## src/rtl/spi_bus_sched.sv

```systemverilog
// spi_bus_sched: round-robin arbiter that lets three requesters share one SPI master
// and its five slave selects, with chip-select setup, frame gaps and a transfer watchdog.
module spi_bus_sched #(
    parameter int TO_CYCLES = 4096
) (
    input  logic        clk,
    input  logic        rst,
    input  logic [2:0]  req,
    input  logic [8:0]  req_tgt,
    input  logic [47:0] req_cmd,
    output logic [2:0]  ack,
    output logic [2:0]  err,
    output logic [15:0] rsp_data,
    output logic        busy,
    output logic        spi_wrt,
    output logic [15:0] spi_cmd,
    input  logic        spi_done,
    input  logic [15:0] spi_rd,
    output logic        ch1_ss_n,
    output logic        ch2_ss_n,
    output logic        ch3_ss_n,
    output logic        trig_ss_n,
    output logic        EEP_ss_n
);
    localparam int CW = $clog2(TO_CYCLES);

    typedef enum logic [1:0] {IDLE, SEL, XFER, DONE} state_t;

    state_t      r_state, w_next;
    logic [1:0]  r_last, r_gnt, w_c0, w_c1, w_gnt;
    logic [2:0]  w_tgt;
    logic [15:0] w_cmd;
    logic        w_valid, w_tmo;
    logic [CW-1:0] r_cnt;
    logic [4:0]  r_ss_n;
    logic [2:0]  r_ack, r_err;
    logic [15:0] r_rsp, r_cmd;
    logic        r_wrt;

    // Search order is last+1, last+2, last (mod 3)
    always_comb begin
        w_c0    = (r_last == 2'd2) ? 2'd0 : r_last + 2'd1;
        w_c1    = (w_c0 == 2'd2) ? 2'd0 : w_c0 + 2'd1;
        w_gnt   = req[w_c0] ? w_c0 : req[w_c1] ? w_c1 : r_last;
        w_tgt   = (w_gnt == 2'd0) ? req_tgt[2:0] : (w_gnt == 2'd1) ? req_tgt[5:3] : req_tgt[8:6];
        w_cmd   = (w_gnt == 2'd0) ? req_cmd[15:0] : (w_gnt == 2'd1) ? req_cmd[31:16] : req_cmd[47:32];
        w_valid = w_tgt <= 3'd4;
        w_tmo   = r_cnt == CW'(TO_CYCLES - 1);
    end

    always_comb begin
        w_next = r_state;
        case (r_state)
            IDLE:    if (|req) w_next = w_valid ? SEL : DONE;
            SEL:     w_next = XFER;
            XFER:    if (spi_done || w_tmo) w_next = DONE;
            default: w_next = IDLE;
        endcase
    end

    always_ff @(posedge clk or posedge rst) begin
        if (rst) begin
            r_state <= IDLE;
            r_last  <= 2'd2;
            r_gnt   <= 2'd0;
            r_cnt   <= '0;
            r_ss_n  <= '1;
            r_ack   <= '0;
            r_err   <= '0;
            r_rsp   <= '0;
            r_cmd   <= '0;
            r_wrt   <= 1'b0;
        end else begin
            r_state <= w_next;
            r_wrt   <= 1'b0;
            r_ack   <= '0;
            r_err   <= '0;
            case (r_state)
                IDLE: if (|req) begin
                    r_gnt <= w_gnt;
                    r_cmd <= w_cmd;
                    if (w_valid) r_ss_n <= ~(5'b1 << w_tgt);
                    else r_err <= 3'b1 << w_gnt;
                end
                SEL: begin
                    r_wrt <= 1'b1;
                    r_cnt <= '0;
                end
                XFER: begin
                    r_cnt <= r_cnt + 1'b1;
                    // done takes priority over a coincident watchdog expiry
                    if (spi_done) begin
                        r_rsp  <= spi_rd;
                        r_ack  <= 3'b1 << r_gnt;
                        r_ss_n <= '1;
                    end else if (w_tmo) begin
                        r_err  <= 3'b1 << r_gnt;
                        r_ss_n <= '1;
                    end
                end
                default: r_last <= r_gnt;
            endcase
        end
    end

    assign ack       = r_ack;
    assign err       = r_err;
    assign rsp_data  = r_rsp;
    assign spi_cmd   = r_cmd;
    assign spi_wrt   = r_wrt;
    assign busy      = r_state != IDLE;
    assign ch1_ss_n  = r_ss_n[0];
    assign ch2_ss_n  = r_ss_n[1];
    assign ch3_ss_n  = r_ss_n[2];
    assign trig_ss_n = r_ss_n[3];
    assign EEP_ss_n  = r_ss_n[4];
endmodule

```

## config.mk

```make
export PLATFORM = sky130hd
export DESIGN_NAME = spi_bus_sched
export DESIGN_NICKNAME = d
export VERILOG_FILES = /design/src/rtl/spi_bus_sched.sv
export SDC_FILE = /design/constraint.sdc
export NUM_CORES = 1
export LEC_CHECK = 0
export ABC_AREA = 1
export ABC_CLOCK_PERIOD_IN_PS = 2400
export BUFFER_PORTS_ARGS = -buffer_cell sky130_fd_sc_hd__buf_2
export CAP_MARGIN = 20
export CORE_MARGIN = 2
export CORE_UTILIZATION = 25
export CTS_BUF_LIST = sky130_fd_sc_hd__clkbuf_8
export DETAILED_ROUTE_END_ITERATION = 16
export PLACE_DENSITY = 0.45
export SYNTH_ARGS = -nofsm -noshare
export SYNTH_HDL_FRONTEND = slang
export SYNTH_SLANG_ARGS = --single-unit
export TNS_END_PERCENT = 5
```

## constraint.sdc

```tcl
create_clock -name clk -period 2.4 [get_ports clk]
set_input_delay 0.48 -clock clk [delete_from_list [all_inputs] [get_ports clk]]
set_output_delay 0.48 -clock clk [all_outputs]
set_load 0.02 [all_outputs]
```

==> impl_results.md <==
- Yosys warns: 0
- Maximum vdd drop: 0.471 mV
- 1st-pass router iterations: 4
- TNS Setup: 0 ps
- Worst-path clk slew: 70 ps
- DP HPWL: 6290 um
- Core area: 0.0121 mm2
- Share of layout cells above drive strength 1: 37.4%
- I/O Pins: 124
- Final wirelength: 8230 um
- Clk sinks: 62
- Reg2reg start: r_last[1]$_DFFE_PP1P_
- Main combinational cell family by area after synthesis: simple AND/OR/NAND/NOR gates
- Mux contribution to synthesized area: 5.74%
- Synth top area share: 44.7%
- Leakage: 2.14 nW
- Vias in the first global route: 2834
- Post-cts resize count: 0
- Int Pwr: 3.07 mW
- Synth Area in Simple Gates: 24.3%
- Worst Path Arrival: 2300 ps
- Multi-input logic area: 0.00139 mm2
- Post-synthesis sequential area ratio: 49.7%
- Post-Synth Adder-Cell Area: 1.99%
- Post-synth top area cell: dfrtp_1
- Vias after detailed routing: 2887
- Chip width: 116 um
- R2R Path End: spi_cmd[11]$_DFFE_PP0P_
- PortBufs: 123
- Synth area leaders: dfrtp_1, nand2_1, mux2_2
- Post-DR wirelength/cell: 12.3 um
- Postcts setup bufs: 0
- Initial Util: 25.9%
- Post-layout net count: 585
- Number of remaining DRC errors: 0
- Hold WC Path Type: in -> async
- # H-tree levels: 3
- Diode count: 0
- Syn Area/Cell: 8.46 um2
- Post-synthesis register bit count: 62
- Worst Path Required: 2660 ps
- Antenna-violating nets left: 0
- Max-Slew Margin vs Limit: 62.2%
- NetSw: 2.65 mW
- CP Launch Type: flip-flop
- Die Footprint: 0.0135 mm2
- Post-CTS Hold Fix Bufs: 0
- Synth Area in Compound Gates: 12.2%
- Cell Pwr Density: 1380 mW/mm2
- Cells after synthesis: 371
- Unrepaired setup endpoints after global routing: false
- Filler instances: 1330
- CTS tree: built
- Synth Area in XOR/XNOR: 0%
- Initial antenna violation count: 0
- Final max-slew violation count: 0
- Fmax: 0.490 GHz
- Total track usage: 13.1%
- Die H: 116 um
- Largest net degree at the start of global routing: 63
- Status: complete, no violations
- Reg2Reg Depth: 12
- Clock Latency Late Sink: 340 ps
- Worst-margin pin slew: 567 ps
- Synth Cell Area: 0.00314 mm2
- Final period utilization: 85.0%
- Switching share of total power: 46.4%
- Grt ovf: 0
- Minimum clock period: 2040 ps
- Sequential cell area: 0.00156 mm2
- Syn_nets: 455
- Row cnt: 40
- Setup Viol. Count Final: 0
- Most frequent cells in the layout: buf_2, nand2_1, dfrtp_1, o21ai_0, inv_1
- Setup CP Type: reg -> reg
- Synth cell types: 30
- TritonCTS buffer count: 9
- R2R setup slack: 360 ps
- Worst Skew: 9.62 ps
- Synthesis-to-finish area growth: 32.4%
- Clk root buf: clkbuf_8
- Vias/cell: 4.30
- Clk network pwr share: 15.3%
- Max-Cap Viols: 0
- Total power: 5.71 mW
- Final-report hold violation count: 0
- Iter 0 DRT Violations: 121
- Commonest non-fill, non-tap cell in the layout: buf_2
- First-pass GRT wire length: 13600 um
- Crit end category: flip-flop
- Worst Path Max Fanout: 17
- Bufs on Longest Clock Path: 2
- Logic pwr share: 54.4%
- Gpl congestion: 0.922
- Share of total power in sequential cells: 30.3%
[sequential cells by signal, summed over array words and instances, names as in the netlist]
signal,cells
r_cnt,12
r_last,2
r_ss_n,5
r_state,2
err,3
rsp_data,16
ack,3
spi_cmd,16
r_gnt,2
spi_wrt,1
[worst max path at each step]
stage | end | start | slack (ps)
floorplan | ack[0]$_DFF_PP0_ | rst | 390
global placement | spi_cmd[7]$_DFFE_PP0P_ | req[1] | 430
detailed placement | spi_cmd[11]$_DFFE_PP0P_ | r_last[1]$_DFFE_PP1P_ | 380
CTS | spi_cmd[11]$_DFFE_PP0P_ | r_last[1]$_DFFE_PP1P_ | 350
global route | spi_cmd[11]$_DFFE_PP0P_ | r_last[1]$_DFFE_PP1P_ | 100
finish | spi_cmd[11]$_DFFE_PP0P_ | r_last[1]$_DFFE_PP1P_ | 360
[per-layer routing]
layer	vias up	wire, um	global-route usage, %
li1	1479	-	-
met1	1298	3780	16.4
met2	96	3630	20.1
met3	14	683	5.23
met4	0	142	5.24
met5	-	0	0
[worst max-delay path, stage by stage, from the launching register on]
cell and delay (ps):
dfstp_2 580, nor2_2 80, nand2_4 110, nand2_2 70
nor2_1 130, nand3_2 170, nand2_2 140, nand2_2 80
inv_2 250, nand2_1 100, nand2_1 70, a21oi_1 40
o21ai_0 140
[power by group through the flow]
stage,clock (mW),combinational (mW),sequential [mW]
after global placement,0,3.14,1.74
after floorplan,0,1.83,2.14
after CTS,0.908,3.15,1.73
after detailed placement,0,3.16,1.74
after global routing,0.965,3.50,1.78
final,0.872,3.11,1.73
[stage by stage]
step           setup slack, ps  utilization (%)  std cells  cell area [um2]  hold WS [ps]
6_report                   359             34.3        671             4150           195
2_1_floorplan              389                -        371             3140           432
3_5_place_dp               380             32.8        658             3980           456
5_1_grt                   96.4             34.3        671             4150           221
3_3_place_gp               428             32.8        658             3980           445
4_1_cts                    346             34.3        671             4150           205
[synth_stat cells]
| cell | number |
|---|---|
| a21o_1 | 1 |
| a21oi_1 | 24 |
| a21oi_4 | 1 |
| a31oi_1 | 2 |
| buf_2 | 2 |
| buf_6 | 2 |
| clkbuf_1 | 9 |
| clkinv_1 | 1 |
| dfrtp_1 | 56 |
| dfstp_2 | 6 |
| ha_1 | 5 |
| inv_1 | 28 |
| inv_2 | 4 |
| mux2_2 | 16 |
| nand2_1 | 99 |
| nand2_2 | 6 |
| nand2_4 | 1 |
| nand3_1 | 19 |
| nand3_2 | 3 |
| nand3_4 | 1 |
| nand3b_1 | 2 |
| nand4_1 | 5 |
| nor2_1 | 18 |
| nor2_2 | 3 |
| nor3_1 | 10 |
| nor3_2 | 1 |
| o21a_1 | 1 |
| o21ai_0 | 33 |
| o21ai_1 | 11 |
| or2_2 | 1 |
[area by class of cell]
type                            count  share of cell area (%)
Timing Repair Buffer              132                    16.7
Clock buffer                       10                    3.31
Multi-Input combinational cell    263                    33.4
Inverter                           33                    2.98
Tap cell                          168                    5.06
Clock inverter                      3                   0.934
Sequential cell                    62                    37.5
[cell families after synthesis]
kind of cell	Yosys count
fa+ha+maj	5
simple gates	169
mux	16
flops	62
buf+inv	46
compound gates	73
No activity file was read; power rests on OpenSTA's default activity.
